==> config.mk <==
export PLATFORM = sky130hd
export DESIGN_NAME = power_bus_sequencer
export DESIGN_NICKNAME = d
export VERILOG_FILES = /design/src/rtl/mopshub_pwr_pkg.sv /design/src/rtl/pwr_down_counter.sv /design/src/rtl/power_bus_sequencer.sv
export SDC_FILE = /design/constraint.sdc
export NUM_CORES = 1
export LEC_CHECK = 0
export ABC_CLOCK_PERIOD_IN_PS = 3000
export CAP_MARGIN = 20
export CORE_AREA = 4 4 100 126
export CTS_CLUSTER_DIAMETER = 150
export DETAILED_ROUTE_END_ITERATION = 16
export DIE_AREA = 0 0 104 130
export GPL_TIMING_DRIVEN = 0
export SYNTH_ARGS = -nofsm -noshare
export SYNTH_HDL_FRONTEND = slang
export SYNTH_SLANG_ARGS = --single-unit
==> constraint.sdc <==
create_clock -name clk_40_m -period 3 [get_ports clk_40_m]
set_input_delay 0.6 -clock clk_40_m [delete_from_list [all_inputs] [get_ports clk_40_m]]
set_output_delay 0.6 -clock clk_40_m [all_outputs]
set_load 0.02 [all_outputs]
==> src/rtl/mopshub_pwr_pkg.sv <==
// Shared types and 40 MHz timing defaults for the MOPSHUB bus power-up sequencer.
package mopshub_pwr_pkg;
  typedef enum logic [2:0] {
    ST_IDLE, ST_POWER_ON, ST_SETTLE, ST_BUS_RST,
    ST_TRIM_REQ, ST_TRIM_WAIT, ST_NEXT, ST_DONE
  } pwr_state_t;

  localparam int SETTLE_CYCLES_40M = 400;    // 10 us
  localparam int RST_CYCLES_40M    = 4;
  localparam int TRIM_TIMEOUT_40M  = 40000;  // 1 ms
endpackage

==> src/rtl/pwr_down_counter.sv <==
// Loadable down-counter that parks at zero; o_zero flags the terminal count.
module pwr_down_counter #(
  parameter int W = 8
) (
  input  logic         clk_40_m,
  input  logic         rst,
  input  logic         i_load,
  input  logic [W-1:0] i_load_val,
  input  logic         i_en,
  output logic         o_zero
);
  logic [W-1:0] r_cnt;

  always_ff @(posedge clk_40_m) begin
    if (!rst)                     r_cnt <= '0;
    else if (i_load)              r_cnt <= i_load_val;
    else if (i_en && r_cnt != '0) r_cnt <= r_cnt - 1'b1;
  end

  assign o_zero = (r_cnt == '0);
endmodule

==> src/rtl/power_bus_sequencer.sv <==
// Powers MOPSHUB CAN buses 0..n_buses one at a time: enable, settle, reset pulse,
// optional oscillator trim with timeout. All outputs come straight from flops.
module power_bus_sequencer
  import mopshub_pwr_pkg::*;
#(
  parameter int N_BUSES       = 32,
  parameter int CNT_W         = $clog2(N_BUSES),
  parameter int SETTLE_CYCLES = SETTLE_CYCLES_40M,
  parameter int RST_CYCLES    = RST_CYCLES_40M,
  parameter int TRIM_TIMEOUT  = TRIM_TIMEOUT_40M
) (
  input  logic               clk_40_m,
  input  logic               rst,
  input  logic               start_init,
  input  logic [CNT_W-1:0]   n_buses,
  input  logic               osc_auto_trim,
  input  logic               end_trim_bus,
  output logic               power_bus_en,
  output logic [CNT_W-1:0]   power_bus_cnt,
  output logic [N_BUSES-1:0] power_mask,
  output logic               rst_bus,
  output logic               start_trim_ack,
  output logic [N_BUSES-1:0] trim_timeout_mask,
  output logic               busy,
  output logic               end_power_init
);
  localparam int ST_MAX = (SETTLE_CYCLES > RST_CYCLES) ? SETTLE_CYCLES : RST_CYCLES;
  localparam int SW     = $clog2(ST_MAX + 1);
  localparam int TW     = $clog2(TRIM_TIMEOUT + 1);
  localparam logic [CNT_W:0] LAST_MAX = (CNT_W+1)'(N_BUSES - 1);

  pwr_state_t         r_state;
  logic [CNT_W-1:0]   r_last_q;
  logic               r_trim_q;
  logic               r_power_bus_en;
  logic [CNT_W-1:0]   r_bus_cnt;
  logic [N_BUSES-1:0] r_power_mask;
  logic               r_rst_bus;
  logic               r_trim_ack;
  logic [N_BUSES-1:0] r_to_mask;
  logic               r_busy;
  logic               r_end;

  logic          w_st_load, w_st_en, w_st_zero;
  logic [SW-1:0] w_st_val;
  logic          w_tr_load, w_tr_en, w_tr_zero;

  // One counter times both the settle window and the reset pulse back to back.
  assign w_st_load = (r_state == ST_POWER_ON) || (r_state == ST_SETTLE && w_st_zero);
  assign w_st_val  = (r_state == ST_POWER_ON) ? SW'(SETTLE_CYCLES - 1) : SW'(RST_CYCLES - 1);
  assign w_st_en   = (r_state == ST_SETTLE) || (r_state == ST_BUS_RST);

  // Timeout window starts with the request cycle so the wait totals TRIM_TIMEOUT cycles.
  assign w_tr_load = (r_state == ST_BUS_RST) && w_st_zero && r_trim_q;
  assign w_tr_en   = (r_state == ST_TRIM_REQ) || (r_state == ST_TRIM_WAIT);

  pwr_down_counter #(.W(SW)) u_settle_cnt (
    .clk_40_m(clk_40_m), .rst(rst), .i_load(w_st_load), .i_load_val(w_st_val),
    .i_en(w_st_en), .o_zero(w_st_zero)
  );

  pwr_down_counter #(.W(TW)) u_trim_cnt (
    .clk_40_m(clk_40_m), .rst(rst), .i_load(w_tr_load), .i_load_val(TW'(TRIM_TIMEOUT - 1)),
    .i_en(w_tr_en), .o_zero(w_tr_zero)
  );

  always_ff @(posedge clk_40_m) begin
    if (!rst) begin
      r_state        <= ST_IDLE;
      r_last_q       <= '0;
      r_trim_q       <= 1'b0;
      r_power_bus_en <= 1'b0;
      r_bus_cnt      <= '0;
      r_power_mask   <= '0;
      r_rst_bus      <= 1'b0;
      r_trim_ack     <= 1'b0;
      r_to_mask      <= '0;
      r_busy         <= 1'b0;
      r_end          <= 1'b0;
    end else begin
      r_trim_ack <= 1'b0;
      r_end      <= 1'b0;
      case (r_state)
        ST_IDLE: if (start_init) begin
          r_last_q       <= ({1'b0, n_buses} > LAST_MAX) ? LAST_MAX[CNT_W-1:0] : n_buses;
          r_trim_q       <= osc_auto_trim;
          r_bus_cnt      <= '0;
          r_power_mask   <= '0;
          r_to_mask      <= '0;
          r_power_bus_en <= 1'b1;
          r_busy         <= 1'b1;
          r_state        <= ST_POWER_ON;
        end
        ST_POWER_ON: begin
          r_power_mask[r_bus_cnt] <= 1'b1;
          r_state                 <= ST_SETTLE;
        end
        ST_SETTLE: if (w_st_zero) begin
          r_rst_bus <= 1'b1;
          r_state   <= ST_BUS_RST;
        end
        ST_BUS_RST: if (w_st_zero) begin
          r_rst_bus <= 1'b0;
          if (r_trim_q) begin
            r_trim_ack <= 1'b1;
            r_state    <= ST_TRIM_REQ;
          end else begin
            r_power_bus_en <= 1'b0;
            r_state        <= ST_NEXT;
          end
        end
        ST_TRIM_REQ: r_state <= ST_TRIM_WAIT;
        ST_TRIM_WAIT: if (end_trim_bus || w_tr_zero) begin
          // A late ack in the terminal cycle still counts as success.
          if (!end_trim_bus) r_to_mask[r_bus_cnt] <= 1'b1;
          r_power_bus_en <= 1'b0;
          r_state        <= ST_NEXT;
        end
        ST_NEXT: if (r_bus_cnt == r_last_q) begin
          r_busy  <= 1'b0;
          r_end   <= 1'b1;
          r_state <= ST_DONE;
        end else begin
          r_bus_cnt      <= r_bus_cnt + 1'b1;
          r_power_bus_en <= 1'b1;
          r_state        <= ST_POWER_ON;
        end
        default: r_state <= ST_IDLE;
      endcase
    end
  end

  assign power_bus_en      = r_power_bus_en;
  assign power_bus_cnt     = r_bus_cnt;
  assign power_mask        = r_power_mask;
  assign rst_bus           = r_rst_bus;
  assign start_trim_ack    = r_trim_ack;
  assign trim_timeout_mask = r_to_mask;
  assign busy              = r_busy;
  assign end_power_init    = r_end;
endmodule
Word level (Yosys, flattened, before mapping)
Cells that the tools add are included.
{"block": "totals", "in_bits": 10, "mem_count": 0, "latch_bits": 0, "mem_bits_rw": 0, "elab_cells": 105, "rom_bits": 0, "register_bits": 108}
{"block": "op_classes", "eq_ne": 15, "magnitude_cmp": 2, "add_sub_neg": 3, "n_reduce_logical": 33, "n_shift": 0, "bitwise_logic": 3, "div_mod_pow": 0, "mux": 35, "n_mul": 0}
{"cell": "$pmux W32 S2", "n": 2}
{"cell": "$mux W32", "n": 3}
{"cell": "$or A32 B32 Y32", "n": 2}
{"cell": "$mux W16", "n": 2}
{"cell": "$mux W9", "n": 3}
{"cell": "$pmux W3 S7", "n": 1}
{"cell": "$logic_not A16 Y1", "n": 1}
{"cell": "$reduce_bool A16 Y1", "n": 1}
{"cell": "$sub A16 B1 Y16 const B", "n": 1}
{"cell": "$mux W3", "n": 5}
{"cell": "$ne A2 B2 Y1 const B", "n": 7}
{"cell": "$reduce_and A3 Y1", "n": 4}
{"cell": "$reduce_bool A2 Y1", "n": 6}
{"cell": "$mux W1", "n": 11}
{"cell": "$mux W5", "n": 2}
{"cell": "$pmux W5 S2", "n": 1}
{"cell": "$eq A3 B3 Y1 const B", "n": 3}
{"cell": "$logic_not A9 Y1", "n": 1}
{"cell": "$reduce_bool A9 Y1", "n": 1}
{"cell": "$sub A9 B1 Y9 const B", "n": 1}
{"cell": "$reduce_and A4 Y1", "n": 2}
{"cell": "$eq A3 B2 Y1 const B", "n": 2}
{"cell": "$logic_and A1 B1 Y1", "n": 6}
{"cell": "$lt A5 B6 Y1 const B", "n": 1}
{"cell": "other kinds (16)", "n": 22}

Logic depth before layout (Yosys ltp)
Gate-level depths: netlist of run 1.
{"block": "depth", "depth_word": 8, "depth_mapped": 9, "mapped_depth_nobuf": 7}

Cells and area by module
A second synthesis of run 1 with hierarchy kept.
{"block": "hier_totals", "cells_unflattened": 542, "area_unflattened_um2": 4610.7}
{"module": "power_bus_sequencer", "n_inst": 1, "area_per_inst_um2": 3100.5, "cells_each": 357}
{"module": "pwr_down_counter (u_trim_cnt)", "n_inst": 1, "area_per_inst_um2": 922.1, "cells_each": 114}
{"module": "pwr_down_counter (u_settle_cnt)", "n_inst": 1, "area_per_inst_um2": 588.1, "cells_each": 71}

Worst setup path after synthesis of run 1
No wires, ideal clock.
{"block": "synth_timing", "path_type": "reg2reg", "startpoint": "register u_trim_cnt.r_cnt[0]", "endpoint": "register u_trim_cnt.r_cnt[14]", "synth_period_minus_slack_ns": 2.083, "slack_ns": 0.917, "path_stages_with_launch": 10, "setup_time_ns": 0.118, "t_required_ns": 2.882, "arrival_time_ns": 1.966, "path_cell_list": "dfxtp_1 inv_1 ha_1 or3b_1 buf_2 or4_4 buf_6 nor4b_4 xnor2_1 nor2_2"}
{"block": "synth_via", "elab_chain_cells": 2, "word_cells_on_any_way": 3}
{"element": "from (decl)", "line_no": "pwr_down_counter.sv:12", "text": "logic [W-1:0] r_cnt;"}
{"element": "from (signal assigned)", "line_no": "pwr_down_counter.sv:16", "text": "else if (i_load) r_cnt <= i_load_val;"}
{"element": "from (signal assigned)", "line_no": "pwr_down_counter.sv:17", "text": "else if (i_en && r_cnt != '0) r_cnt <= r_cnt - 1'b1;"}
{"element": "parallel branches: the longest is 2 deep, another holds $sub A16 B1 Y16"}
Parallel ways; which one is timed is not known.
A chain may end at the register's enable or synchronous reset.

Worst setup path in the final report of run 1
{"block": "layout_timing", "startpoint": "register u_trim_cnt.r_cnt[12]", "endpoint": "register r_to_mask[12] (netlist: trim_timeout_mask[12])"}
{"block": "layout_via", "elab_chain_cells": 4}
{"element": "$logic_not A16 Y1", "line_no": "pwr_down_counter.sv:20", "text": "assign o_zero = (r_cnt == '0);"}
{"element": "$logic_or A1 B1 Y1", "line_no": "power_bus_sequencer.sv:113", "text": "ST_TRIM_WAIT: if (end_trim_bus || w_tr_zero) begin"}
{"element": "$ne A2 B1 Y1 (no source line)"}
{"element": "$reduce_and A4 Y1 (no source line)"}
{"element": "to (signal assigned)", "line_no": "power_bus_sequencer.sv:77", "text": "r_to_mask <= '0;"}
{"element": "to (signal assigned)", "line_no": "power_bus_sequencer.sv:89", "text": "r_to_mask <= '0;"}
{"element": "to (signal, indexed assignment)", "line_no": "power_bus_sequencer.sv:115", "text": "if (!end_trim_bus) r_to_mask[r_bus_cnt] <= 1'b1;"}
{"element": "to (decl)", "line_no": "power_bus_sequencer.sv:40", "text": "logic [N_BUSES-1:0] r_to_mask;"}
Every way passes these cells.

==> flow_summary.ini, run 1 <==
[clocking]
cts_tree = yes
cts_buffer_depth = 2
post_cts_resized = 0
insertion_delay_ps = 350
post-cts-setup-buffers = 0
hold_buffers = 0
root_buffer = clkbuf_16
cts_inserted_buffers = 9
cts_sinks = 108
htree_levels = 3
clkTransAtPathRegs_ps = 80

[logic_synthesis]
synth.ff_latch_count = 108
syn_area_um2 = 4476
yosys_most_used_dff = dfxtp_1
avgSynthCellArea_um2 = 8.509
synthCells = 526
ys_seq_area_share_pct = 48.31
yosysWarnings = 0
synth_edf_count = 0
synth_nets = 542
yosysUniqueCellTypes = 57
async_flop_share_pct = 0

[pwr]
p_leak_nw = 2.069
clockPowerShare_pct = 31.9
switchingPower_w = 0.001264
combPwrFrac_pct = 24.5
internal-power_w = 0.002437
peakVddDrop_mv = 0.2957
powerDensity_nw_per_um2 = 641.2
swShare_pct = 34.15
p_seq_share_pct = 43.7

[layout]
drive_above_1_share_pct = 4.960
final_area_um2 = 5773
antennaDiodeCount = 0
final_cells = 763
area_growth_pct = 28.99
nets = 636

[floorplanning]
start_util_pct = 39.08
die_w_um = 104
dieHeight_um = 130
rows = 44
die_area_um2 = 13520
ios = 84
fp.coreArea_um2 = 11450

[route]
viasPerCell = 5.312
drc_errors = 0
first_pass_iters = 4
wl_mm = 12.38
drt_iter0_drc = 165
wl_per_cell_um = 16.22
ant_nets = 0
num_vias = 4053

[worst_setup_path]
r2r_end = trim_timeout_mask[12]$_SDFFE_PN0P_
crit_path_max_incr_delay_ps = 530
endpoint_kind = register
cp_max_fo = 8
ff2ff_path_depth = 5
crit_buf_inv = 0
cp.required_ps = 3270
crit_type = register to register
start_kind = register
critPathTopFamily = simple AND/OR/NAND/NOR gates
cp_cell_sequence = nor3_1 -> nand4_1 -> o21ai_1 -> nand3_1 -> o21ai_0
cp_data_arrival_time_ps = 2690
crit_slowest_cell = o21ai_1
reg2reg_from = u_trim_cnt.r_cnt[12]$_SDFFE_PN0P_
r2r_slack_ps = 580

[hold_path]
hp-class = register to register
hold_end = trim_timeout_mask[28]$_SDFFE_PN0P_
min_from = trim_timeout_mask[28]$_SDFFE_PN0P_
whs_path_depth = 2

[timing]
post-route-min-period_ps = 2423
setup_viol = 0
min_period_over_period_pct = 80.76
slew_viol_final = 0
finalHoldViolCount = 0
tns_ps = 0
worstMarginPinSlew_ps = 773.3
fin_skew_ps = 9.127
timing.fmax_mhz = 412.7
slew_headroom_pct = 48.33
rsz0062_at_grt = no
whs_ps = 455.7

[place]
dpl.cell_count = 747
gp_congestion = 0.7840
port_buffers = 83
dpl.hpwl_mm = 9.101
place_area_um2 = 5479

[global_routing]
grt_antenna_before_repair = 0
grt_pass1_vias = 3952
grt_pass1_wl_mm = 20.11
grt_max_degree = 21
grt-ovfl-total = 0
track_usage_pct = 18.41

[status]
status = complete, no violations

[run]
drv_cap = 0
==> final cells by class <==
class | count | area, µm²
Fill cell | 1121 | 5678
Sequential cell | 108 | 2162
Multi-Input combinational cell | 376 | 2147
Timing Repair Buffer | 83 | 830.8
Clock buffer | 10 | 229.0
Tap cell | 138 | 172.7
Buffer | 33 | 132.6
Clock inverter | 6 | 65.06
Inverter | 9 | 33.78
==> power by group through the flow <==
stage | clock, W | sequential [W] | combinational, W
floorplan | 0 | 0.00166 | 0.000622
global placement | 0 | 0.00165 | 0.000882
detailed placement | 0 | 0.00165 | 0.000902
CTS | 0.00120 | 0.00162 | 0.000907
global route | 0.00126 | 0.00163 | 0.00101
finish | 0.00118 | 0.00162 | 0.000905
==> placed cells by master, fill, tap and decap left out, types with 3 or more instances in the layout <==
| master | instances |
|---|---|
| o21ai_0 | 43 |
| a21oi_1 | 27 |
| or4_1 | 4 |
| and2_1 | 8 |
| dfxtp_1 | 108 |
| nand2_1 | 79 |
| nand2b_1 | 3 |
| clkbuf_1 | 32 |
| o21ai_1 | 3 |
| or3_1 | 8 |
| xor2_1 | 12 |
| ha_1 | 6 |
| nor3b_1 | 5 |
| xnor2_1 | 7 |
| inv_1 | 9 |
| nor4_1 | 5 |
| nor2_1 | 64 |
| clkdlybuf4s50_1 | 83 |
| nand3_1 | 8 |
| clkbuf_16 | 9 |
| or2_2 | 3 |
| nor3_1 | 13 |
| a22oi_1 | 32 |
==> flip-flops by register name, indices dropped and copies added (netlist names) <==
signal	cells
busy	1
r_state	3
trim_timeout_mask	32
rst_bus	1
u_trim_cnt.r_cnt	16
start_trim_ack	1
power_bus_cnt	5
end_power_init	1
power_bus_en	1
r_trim_q	1
r_last_q	5
power_mask	32
u_settle_cnt.r_cnt	9
==> Yosys cell counts (all sizes together), types with 7 or more instances <==
cell	n	area share, %
dfxtp	108	48
nand2	79	6.6
nor2	65	5.5
o21ai	46	5.1
a22oi	32	5.4
clkbuf	31	2.6
a21oi	27	3.0
nor3	14	1.7
xor2	12	2.3
inv	9	0.75
and2	8	1.1
nand3	8	0.89
nor4	8	1.7
or3	8	1.1
xnor2	7	1.4
==> logic make-up (layout without fill, tap and decap cells) <==
family,after synthesis,in the layout,synth area share [%]
multiplexers,1,1,0.2237
XOR/XNOR,19,19,3.718
flip-flops,108,108,48.31
adder cells (fa/ha/maj),6,6,1.677
buffers and inverters,42,141,3.718
AND/OR/NAND/NOR,224,224,24.83
AO/OA/AOI/OAI,126,126,17.53
==> worst register-to-register path, delay by kind of cell, from the launching register on <==
family | cells | cell delay, ps
flip-flops | 1 | 360
AND/OR/NAND/NOR | 3 | 1170
AO/OA/AOI/OAI | 2 | 820
==> metal layers <==
layer  vias to the layer above  GRT usage, %  share of wire (%)
li1                       2024             -                  -
met1                      1925         21.68                 44
met2                        93         32.80                 49
met3                        11         5.344                5.3
met4                         0         5.399                1.4
met5                         -             0                  0
==> how the worst max path moves through the flow <==
stage	start	slack (ps)	to	cells past startpoint
6_report	u_trim_cnt.r_cnt[12]$_SDFFE_PN0P_	580	trim_timeout_mask[12]$_SDFFE_PN0P_	5
5_1_grt	u_trim_cnt.r_cnt[7]$_SDFFE_PP0P_	240	trim_timeout_mask[14]$_SDFFE_PN0P_	5
4_1_cts	u_trim_cnt.r_cnt[7]$_SDFFE_PP0P_	530	trim_timeout_mask[2]$_SDFFE_PN0P_	5
3_5_place_dp	start_init	520	trim_timeout_mask[26]$_SDFFE_PN0P_	6
3_3_place_gp	start_init	520	trim_timeout_mask[14]$_SDFFE_PN0P_	6
2_1_floorplan	u_trim_cnt.r_cnt[0]$_SDFFE_PN0P_	920	u_trim_cnt.r_cnt[14]$_SDFFE_PP0P_	9
==> per-stage QoR <==
stage / util [%] / total power (W) / worst slack (ps)
after floorplan: - / 0.002279 / 916.8
after global placement: 47.85 / 0.002527 / 517.9
after detailed placement: 47.85 / 0.002553 / 523.9
after CTS: 50.42 / 0.003724 / 528.2
after global routing: 50.42 / 0.003901 / 237.8
final: 50.42 / 0.003701 / 577.2
Power figures use the tool's default switching activity.
==> inputs of run 2 (changes only) <==
--- a/config.mk
+++ b/config.mk
@@ -5,7 +5,7 @@
 export SDC_FILE = /design/constraint.sdc
 export NUM_CORES = 1
 export LEC_CHECK = 0
-export ABC_CLOCK_PERIOD_IN_PS = 3000
+export ABC_CLOCK_PERIOD_IN_PS = 2300
 export CAP_MARGIN = 20
 export CORE_AREA = 4 4 100 126
 export CTS_CLUSTER_DIAMETER = 150
==> constraint.sdc (replaced) <==
create_clock -name clk_40_m -period 2.3 [get_ports clk_40_m]
set_input_delay 0.46 -clock clk_40_m [delete_from_list [all_inputs] [get_ports clk_40_m]]
set_output_delay 0.46 -clock clk_40_m [all_outputs]
set_load 0.02 [all_outputs]
==> run 2 against run 1 <==
Compared with the run above: non-clock buffer count is 1 higher; flip-flop and latch count stayed put; first-iteration DRC count is 3.0% higher; die area stayed put; combinational power is 35% higher; via count is 0.12% higher; global-route usage hardly changed; power is 32% higher; register-to-register slack worse by 460 ps; wire length is 1.2% higher; largest power group unchanged.
==> flow_summary.ini, run 2 (same netlist as run 1, synthesis figures left out) <==
[status]
status = complete, no violations

[timing]
worstMarginPinSlew_ps = 800.5
setup_viol = 0
finalHoldViolCount = 0
fin_skew_ps = 6.803
rsz0062_at_grt = no
slew_headroom_pct = 46.52
min_period_over_period_pct = 94.70
tns_ps = 0
slew_viol_final = 0
timing.fmax_mhz = 459.1
post-route-min-period_ps = 2178

[clocking]
htree_levels = 3
cts_inserted_buffers = 9
insertion_delay_ps = 350
cts_tree = yes
hold_buffers = 0
clkTransAtPathRegs_ps = 80
cts_buffer_depth = 2
root_buffer = clkbuf_16
cts_sinks = 108

[run]
drv_cap = 0

[global_routing]
grt-ovfl-total = 0
grt_antenna_before_repair = 0
track_usage_pct = 18.44
grt_pass1_wl_mm = 20.16
grt_max_degree = 21
grt_pass1_vias = 3955

[pwr]
p_leak_nw = 2.090
peakVddDrop_mv = 0.3857
power.total_w = 0.004880
powerDensity_nw_per_um2 = 835.7

[route]
viasPerCell = 5.312
wl_mm = 12.52
drt_iter0_drc = 170
num_vias = 4058
drc_errors = 0
wl_per_cell_um = 16.39
ant_nets = 0
first_pass_iters = 5

[place]
place_area_um2 = 5479
dpl.hpwl_mm = 9.101
dpl.cell_count = 747
gp_congestion = 0.7840
port_buffers = 83

[layout]
utilization_pct = 50.99
area_growth_pct = 30.47
antennaDiodeCount = 0
layout_commonest_cell = dfxtp_1
final_cells = 764
final_cell_mix = dfxtp_1 (107), clkdlybuf4s50_1 (83), nand2_1 (79), nor2_1 (63), o21ai_0 (43)
drive_above_1_share_pct = 6.709
nets = 637
final_area_um2 = 5839

[floorplanning]
fp.coreArea_um2 = 11450
die_area_um2 = 13520
ios = 84
rows = 44
dieHeight_um = 130
die_w_um = 104
start_util_pct = 39.08

[worst_setup_path]
cp_data_arrival_time_ps = 2420
crit_type = register to register
start_kind = register
endpoint_kind = register
cp.required_ps = 2540
cp_max_fo = 9

[hold_path]
hp-class = register to register
## run 2: final timing paths
check	startpoint	end	slack, ps	cells past startpoint
setup / recovery	u_trim_cnt.r_cnt[1]$_SDFFE_PN0P_	u_trim_cnt.r_cnt[14]$_SDFFE_PP0P_	120	9
hold / removal	trim_timeout_mask[28]$_SDFFE_PN0P_	trim_timeout_mask[28]$_SDFFE_PN0P_	460	2
setup reg to reg	u_trim_cnt.r_cnt[1]$_SDFFE_PN0P_	u_trim_cnt.r_cnt[14]$_SDFFE_PP0P_	120	9
hold reg to reg	trim_timeout_mask[28]$_SDFFE_PN0P_	trim_timeout_mask[28]$_SDFFE_PN0P_	460	2
## run 2: layout make-up
cell class / instances / area (µm²)
sequential: 108 / 2163
multi-input combinational: 376 / 2201
buffer: 33 / 136.4
timing repair buffer: 84 / 838.3
clock inverter: 6 / 65.06
tap: 138 / 172.7
fill: 1110 / 5612
inverter: 9 / 33.78
clock buffer: 10 / 229.0
## run 2: metrics by stage
stage,setup slack (ps),hold slack [ps]
after floorplan,216.8,448.1
after global placement,-42.10,433.7
after detailed placement,-143.1,442.0
after CTS,31.18,460.1
after global routing,4.383,483.9
final,121.9,455.6
## run 2: where the power goes
part	leakage [nW]	total (W)	switching (W)	internal, W
combinational	1.07	0.00122	0.000783	0.000437
clock	0.144	0.00154	0.000771	0.000772
sequential	0.874	0.00212	0.000121	0.00200
total	2.09	0.00488	0.00168	0.00320
## run 2: what timing repair did
item,4_1_cts,5_1_grt
endpoints found under the hold margin,0,0
endpoints found under the setup margin,35,41
pin swaps,0,2
setup buffers,0,1
resized for setup,2,13
## run 2: critical path, cell delays in order, from the launching register on
cell	delay [ps]
dfxtp_1	320
inv_1	70
ha_1	170
or3b_1	340
buf_4	180
or4_4	410
buf_6	150
nor4b_4	220
xnor2_1	160
nor2_2	40
## run 2: metal layers
metal	vias to the layer above	part of all wire [%]	wire (µm)	GRT usage, %
li1	2026	-	-	-
met1	1931	44	5458	21.77
met2	89	49	6174	32.80
met3	12	5.5	692	5.344
met4	0	1.6	196	5.399
met5	-	0	0	0
==> inputs of run 3 (changes only) <==
--- a/config.mk
+++ b/config.mk
@@ -7,10 +7,10 @@
 export LEC_CHECK = 0
 export ABC_CLOCK_PERIOD_IN_PS = 2300
 export CAP_MARGIN = 20
-export CORE_AREA = 4 4 100 126
+export CORE_AREA = 2 2 98 124
 export CTS_CLUSTER_DIAMETER = 150
 export DETAILED_ROUTE_END_ITERATION = 16
-export DIE_AREA = 0 0 104 130
+export DIE_AREA = 0 0 100 126
 export GPL_TIMING_DRIVEN = 0
 export SYNTH_ARGS = -nofsm -noshare
 export SYNTH_HDL_FRONTEND = slang
==> run 3 against run 2 <==
Compared with the run above: non-clock buffer count is the same; critical path depth unchanged; clock skew about the same; design area shrank 0.79%; first-iteration DRC count is 19% lower; combinational power about the same; largest cell class unchanged; hold slack better by 4.5 ps.
==> flow_summary.ini, run 3 (same netlist as run 1, synthesis figures left out) <==
[route]
viasPerCell = 5.262
wl_per_cell_um = 15.85
first_pass_iters = 4
num_vias = 4015
drc_errors = 0
wl_mm = 12.09
drt_iter0_drc = 137
ant_nets = 0

[floorplanning]
ios = 84
rows = 44
die_area_um2 = 12600
fp.coreArea_um2 = 11450
dieHeight_um = 126
start_util_pct = 39.08
die_w_um = 100

[place]
dpl.hpwl_mm = 8.773
gp_congestion = 0.8000
port_buffers = 83
dpl.cell_count = 747

[pwr]
p_leak_nw = 2.078
powerDensity_nw_per_um2 = 827.9
peakVddDrop_mv = 0.4972

[worst_setup_path]
cp_max_fo = 9
crit_type = register to register
reg2reg_from = u_trim_cnt.r_cnt[0]$_SDFFE_PN0P_
setup.worst_path.start = u_trim_cnt.r_cnt[0]$_SDFFE_PN0P_
cp_data_arrival_time_ps = 2440
start_kind = register
endpoint_kind = register
cp.required_ps = 2530

[timing]
post-route-min-period_ps = 2209
slew_viol_final = 0
whs_ps = 460.1
slew_headroom_pct = 44.16
finalHoldViolCount = 0
worstMarginPinSlew_ps = 835.8
rsz0062_at_grt = yes
setup_viol = 0
timing.fmax_mhz = 452.6
fin_skew_ps = 6.851
min_period_over_period_pct = 96.06

[global_routing]
grt_pass1_wl_mm = 19.93
grt_use_met3_pct = 4.606
grt-ovfl-total = 0
track_usage_pct = 19.64
grt_max_degree = 20
grt_antenna_before_repair = 0
grt_use_met2_pct = 34.10
grt_use_met1_pct = 24.15
busiest_layer = met2
grt_pass1_vias = 3951

[clocking]
clkTransAtPathRegs_ps = 70
insertion_delay_ps = 340
cts_buffer_depth = 2
cts_sinks = 108
cts_inserted_buffers = 9
htree_levels = 3
cts_tree = yes
root_buffer = clkbuf_16

[layout]
layout_commonest_cell = dfxtp_1
final_cells = 763
nets = 637
area_growth_pct = 29.44
drive_above_1_share_pct = 5.760
final_cell_mix = dfxtp_1 (108), clkdlybuf4s50_1 (83), nand2_1 (79), nor2_1 (64), o21ai_0 (43)
antennaDiodeCount = 0

[run]
drv_cap = 0

[status]
status = complete, no violations

[hold_path]
hp-class = register to register
min_from = trim_timeout_mask[21]$_SDFFE_PN0P_
[run 3: cell types whose count changed in the layout (fill, tap and decap cells not counted), sizes merged]
| cell | before | now |
|---|---|---|
| inv | 13 | 12 |
| clkinvlp | 0 | 1 |
| clkbuf | 41 | 40 |
[run 3: per-stage QoR]
step	utilization [%]	setup TNS [ps]	setup slack (ps)	cell area, µm²	total power (W)
CTS	50.39	0	79.31	5771	0.004809
detailed placement	47.85	-420.2	-40.29	5479	0.003315
global placement	47.85	-660.5	-55.57	5479	0.003294
finish	50.59	0	90.58	5793	0.004796
global route	50.59	-878.1	-111.6	5793	0.005070
floorplan	-	0	216.8	4476	0.002973
[run 3: area by class of cell]
class,instances,area (µm²)
Buffer,33,133.9
Multi-Input combinational cell,376,2171
Tap cell,138,172.7
Clock inverter,6,56.30
Clock buffer,9,225.2
Timing Repair Buffer,84,838.3
Fill cell,1133,5658
Sequential cell,108,2162
Inverter,9,33.78
[run 3: path summary, 6_finish.rpt]
| check | endpoint | slack, ps | cells after the start |
|---|---|---|---|
| min reg2reg | trim_timeout_mask[21]$_SDFFE_PN0P_ | 460 | 2 |
| max | u_trim_cnt.r_cnt[14]$_SDFFE_PP0P_ | 90 | 9 |
| max reg2reg | u_trim_cnt.r_cnt[14]$_SDFFE_PP0P_ | 90 | 9 |
| min | trim_timeout_mask[21]$_SDFFE_PN0P_ | 460 | 2 |
[run 3: report_power, final]
| part | switching, W | internal, W | leakage, nW | total [W] |
|---|---|---|---|---|
| Clock | 0.000728 | 0.000752 | 0.136 | 0.00148 |
| Combinational | 0.000764 | 0.000432 | 1.07 | 0.00120 |
| Sequential | 0.000123 | 0.00200 | 0.874 | 0.00212 |
[run 3: timing repair]
| action | 4_1_cts | 5_1_grt |
|---|---|---|
| buffers inserted | 0 | 1 |
| hold buffers | 0 | 0 |
| setup endpoints to repair | 20 | 32 |
| pin swaps | 0 | 1 |
| endpoints found under the hold margin | 0 | 0 |
| resized for setup | 2 | 4 |
[run 3: worst max-delay path, cell delays in order, from the launching register on]
cell and delay [ps]:
dfxtp_1 340, inv_1 70, ha_1 170, or3b_1 340, buf_2 180, or4_4 420, buf_6 160, nor4b_4 220
xnor2_1 160, nor2_2 40
[run 3: metal layers]
layer | share of wire, % | wire length [µm]
met1 | 44 | 5365
met2 | 50 | 6093
met3 | 4.4 | 530
met4 | 0.86 | 104
met5 | 0 | 0
